File: config.mk
export PLATFORM = sky130hd
export DESIGN_NAME = next_pc_logic
export DESIGN_NICKNAME = d
export VERILOG_FILES = /design/src/rtl/next_pc_logic_pkg.sv /design/src/rtl/nextpc_sat_counter.sv /design/src/rtl/next_pc_logic.sv
export SDC_FILE = /design/constraint.sdc
export NUM_CORES = 1
export LEC_CHECK = 0
export CAP_MARGIN = 20
export CORE_UTILIZATION = 45
export DETAILED_ROUTE_END_ITERATION = 8
export GPL_TIMING_DRIVEN = 0
export PLACE_DENSITY_LB_ADDON = 0.08
export SYNTH_ARGS = -nofsm -noshare
export SYNTH_HDL_FRONTEND = slang
export SYNTH_SLANG_ARGS = --single-unit
File: constraint.sdc
create_clock -name CLK -period 6.9 [get_ports CLK]
set_input_delay 2.07 -clock CLK [delete_from_list [all_inputs] [get_ports CLK]]
set_output_delay 2.07 -clock CLK [all_outputs]
set_load 0.02 [all_outputs]
File: src/rtl/next_pc_logic_pkg.sv
// next_pc_logic_pkg: shared widths and parameter defaults for the next-PC block
package next_pc_logic_pkg;
  localparam int unsigned ADDR_W      = 64;
  localparam int unsigned DEF_PC_INCR = 4;
  localparam int unsigned DEF_CNT_W   = 32;
endpackage

File: src/rtl/nextpc_sat_counter.sv
// nextpc_sat_counter: enabled up-counter with synchronous reset that sticks at all-ones
module nextpc_sat_counter #(
  parameter int unsigned W = 32
) (
  input  logic         i_clk,
  input  logic         i_rst,
  input  logic         i_en,
  output logic [W-1:0] o_cnt
);
  localparam logic [W-1:0] ONE = {{(W-1){1'b0}}, 1'b1};
  logic [W-1:0] r_cnt;
  logic         w_full;
  assign w_full = &r_cnt;
  // count enabled events; reset wins over a pending increment, hold once saturated
  always_ff @(posedge i_clk)
    r_cnt <= i_rst ? '0 : (i_en && !w_full) ? r_cnt + ONE : r_cnt;
  assign o_cnt = r_cnt;
endmodule

File: src/rtl/next_pc_logic.sv
// next_pc_logic: combinational next-PC select with registered taken flag; NEXTPC_STATS_EN adds saturating branch counters
module next_pc_logic
  import next_pc_logic_pkg::*;
#(
  parameter int unsigned PC_INCR = DEF_PC_INCR,
  parameter int unsigned CNT_W   = DEF_CNT_W
) (
  input  logic              CLK,
  input  logic              Reset,
  input  logic [ADDR_W-1:0] CurrentPC,
  input  logic [ADDR_W-1:0] SignExtImm64,
  input  logic              Branch,
  input  logic              ALUZero,
  input  logic              Uncondbranch,
  output logic [ADDR_W-1:0] NextPC,
  output logic              Taken,
`ifdef NEXTPC_STATS_EN
  output logic [CNT_W-1:0]  TakenCnt,
  output logic [CNT_W-1:0]  CondCnt,
  output logic [CNT_W-1:0]  UncondCnt,
`endif
  output logic              TakenQ
);
  logic [ADDR_W-1:0] w_seq_pc;
  logic [ADDR_W-1:0] w_br_pc;
  logic              w_taken;
  logic              r_taken_q;
  // both targets computed every cycle; additions wrap modulo 2^64 by construction
  always_comb begin
    w_taken  = Uncondbranch | (Branch & ALUZero);
    w_seq_pc = CurrentPC + ADDR_W'(PC_INCR);
    w_br_pc  = CurrentPC + SignExtImm64;
  end
  assign Taken  = w_taken;
  assign NextPC = w_taken ? w_br_pc : w_seq_pc;
  // capture the taken decision each cycle; cleared by reset
  always_ff @(posedge CLK)
    r_taken_q <= Reset ? 1'b0 : w_taken;
  assign TakenQ = r_taken_q;
`ifdef NEXTPC_STATS_EN
  nextpc_sat_counter #(.W(CNT_W)) u_taken_cnt (
    .i_clk(CLK), .i_rst(Reset), .i_en(w_taken), .o_cnt(TakenCnt)
  );
  nextpc_sat_counter #(.W(CNT_W)) u_cond_cnt (
    .i_clk(CLK), .i_rst(Reset), .i_en(Branch), .o_cnt(CondCnt)
  );
  nextpc_sat_counter #(.W(CNT_W)) u_uncond_cnt (
    .i_clk(CLK), .i_rst(Reset), .i_en(Uncondbranch), .o_cnt(UncondCnt)
  );
`endif
endmodule

==> flow_summary.yaml <==
global_route:
  grt_overflow: 0
  grt_max_degree: 11
  antenna_found_initial: 0
  grt_pass1_vias: 7411
  grt_pass1_wl_um: 37580
  gr-usage-all-layers_pct: 35.40
power_and_ir_drop:
  power_density_mw_per_mm2: 102.1
  ir_drop_mv: 0.06404
  p_leak_uw: 0.004120
finish:
  mostFrequentLayoutCell: "buf_4"
  nets: 1343
  drive_gt1_share_pct: 30.62
  largest_register_ffs: 1
  area_growth_pct: 71.02
  antenna_cells: 0
  finalCoreUtilization_pct: 80.43
  final.fill_count: 835
  final_cell_mix: "buf_4, nand2_1, a21oi_1"
sta:
  hold_viol: 0
  tightest_slew_ns: 0.8961
  finalMaxSlewViolations: 0
  post-route-period-util_pct: 100.6
  setup_violations: 3
  fin_crit_ns: 6.942
  rsz0062_at_grt: "true"
  fmax_mhz: 144.1
  relSlewSlack_pct: 40.26
  setup_slack_ns: -0.04154
yosys:
  syn_area_mm2: 0.005743
  synth_edf_count: 0
  yosys_register_bits: 1
  ys.flop_type: "dfxtp_1"
  synth-seq-area-share_pct: 0.3486
  synthCells: 870
  ys_async_sr_fraction_pct: 0
  synth.avg_cell_area_um2: 6.601
  syn_nets: 1068
  ys_warn_count: 0
  yosysUniqueCellTypes: 84
critical_path:
  end_kind: "primary output"
  critPathKind: "input port to primary output"
  crit_required_ns: 4.83
  path_max_fanout: 5
  start_kind: "input port"
  cp.arrival_ns: 4.87
place:
  port_buffers: 198
  gp_congestion: 0.9644
  dp_hpwl_um: 17660
  pre_cts_ws_ns: -1.268
outcome:
  failed_checks: "setup timing"
  status: "complete, but fails checks"
routing:
  drt_wl_total_um: 26180
  drc: 0
  drtAntennaViolNets: 0
  via_count: 8149
  first_pass_iters: 6
  viasPerCell: 6.216
  drt_iter0_markers: 746
  routedWlPerCell_um: 19.97
die:
  num_rows: 40
  start_util_pct: 47.03
  core-area_mm2: 0.01221
  die_h_um: 115.0
  io-pin-count: 199
  dieArea_mm2: 0.01322
  die_x_um: 115.0
run:
  maxCapViolations: 0
worst_hold_path:
  holdPathEnd: "TakenQ"
  hp-class: "input port to flip-flop"
  min_delay_path_depth: 2
  worstHoldStart: "Reset"
clocking:
  clk_pin_slew_ns: 0
==> cell families (layout without fill, tap and decap cells) <==
group                    count (synthesis)  after routing  synth area share, %
multiplexers                             6              6                1.068
XOR/XNOR                               113            113                17.23
buffers and inverters                   68            341                4.858
AND/OR/NAND/NOR                        326            326                28.06
flip-flops                               1              1               0.3486
AO/OA/AOI/OAI                          291            291                34.14
adder cells (fa/ha/maj)                 65             65                14.29
==> per-layer routing <==
layer | share of wire [%] | up-vias | global-route usage, %
met4 | 3.3 | 0 | 11.34
met1 | 41 | 3802 | 46.71
met3 | 9.4 | 89 | 4.692
met5 | 0 | - | 0
met2 | 46 | 504 | 59.44
li1 | - | 3754 | -
==> how the worst max path moves through the flow <==
| stage | from | endpoint | slack [ns] | cells past startpoint |
|---|---|---|---|---|
| 6_report | SignExtImm64[40] | NextPC[63] | -0.04 | 12 |
| 5_1_grt | SignExtImm64[40] | NextPC[63] | -0.12 | 12 |
| 4_1_cts | SignExtImm64[14] | NextPC[63] | -0.04 | 13 |
| 3_5_place_dp | CurrentPC[0] | NextPC[42] | -1.27 | 13 |
| 3_3_place_gp | CurrentPC[0] | NextPC[42] | -1.33 | 13 |
| 2_1_floorplan | CurrentPC[15] | NextPC[57] | 0.19 | 11 |
==> per-stage QoR <==
stage / setup TNS, ns / instances / area (um^2) / hold slack, ns / power [uW]
2_1_floorplan: 0 / 870 / 5743 / 2.142 / 482.8
3_3_place_gp: -42.53 / 1236 / 7935 / 2.591 / 805.3
3_5_place_dp: -42.88 / 1236 / 7935 / 2.601 / 806.9
4_1_cts: -0.04223 / 1279 / 9300 / 2.602 / 911.8
5_1_grt: -0.4586 / 1311 / 9822 / 2.615 / 1057
6_report: -0.06564 / 1311 / 9822 / 2.607 / 1003
==> synth_stat cells, types with 3 or more instances <==
cell type  number  area share (%)
a211o_1         4            0.61
a211oi_1        4            0.52
a21o_1         35             4.6
a21oi_1        98             8.5
a311oi_1        3            0.46
a31o_2          3            0.46
a31oi_1         8            0.87
a41oi_1         3            0.46
and2_1         11             1.2
and3_1         18             2.0
and4_1          5            0.76
buf_2           3            0.26
clkbuf_1       33             2.2
ha_1           64              14
inv_1          27             1.8
mux2i_1         5            0.87
nand2_1        98             6.4
nand3_1        51             4.4
nand4_1        24             2.6
nor2_1         73             4.8
nor2b_1         5            0.54
nor3_1         12             1.0
nor4_2          3            0.65
o21a_1         12             1.6
o21ai_0        49             4.3
o21ai_1         3            0.26
o21bai_1       19             2.5
o22ai_1         3            0.33
o31ai_1         9             1.2
or2_2           4            0.44
or3_1           6            0.65
xnor2_1        70              11
xor2_1         43             6.6
==> worst max-delay path, cell delays in order <==
cell and delay (ns):
clkdlybuf4s50_1 0.44, ha_4 0.32, and2_4 0.19, nand3_4 0.13
o21bai_1 0.19, and3b_2 0.25, o21a_4 0.23, a2111oi_4 0.41
o21ai_1 0.12, a31oi_1 0.22, xnor2_1 0.14, buf_4 0.16
==> where the power goes <==
| part | switching [uW] | total (uW) | internal, uW |
|---|---|---|---|
| clock network | 0 | 0 | 0 |
| logic | 541 | 996 | 455 |
| registers | 0.290 | 6.59 | 6.30 |
==> area by class of cell <==
| class | count | area (um^2) | share of cell area [%] |
|---|---|---|---|
| inverters | 28 | 105.1 | 1.070 |
| multi-input cells | 801 | 6820 | 69.44 |
| flip-flops and latches | 1 | 20.02 | 0.2038 |
| plain buffers | 21 | 111.4 | 1.134 |
| repair buffers | 292 | 2555 | 26.01 |
| well taps | 168 | 210.2 | 2.140 |
==> timing repair <==
action / 4_1_cts / 5_1_grt
buffers inserted: 59 / 35
pin swaps: 98 / 89
resized for setup: 426 / 170
hold buffers: 0 / 0
setup endpoints to repair: 56 / 58
Power figures use the tool's default switching activity.
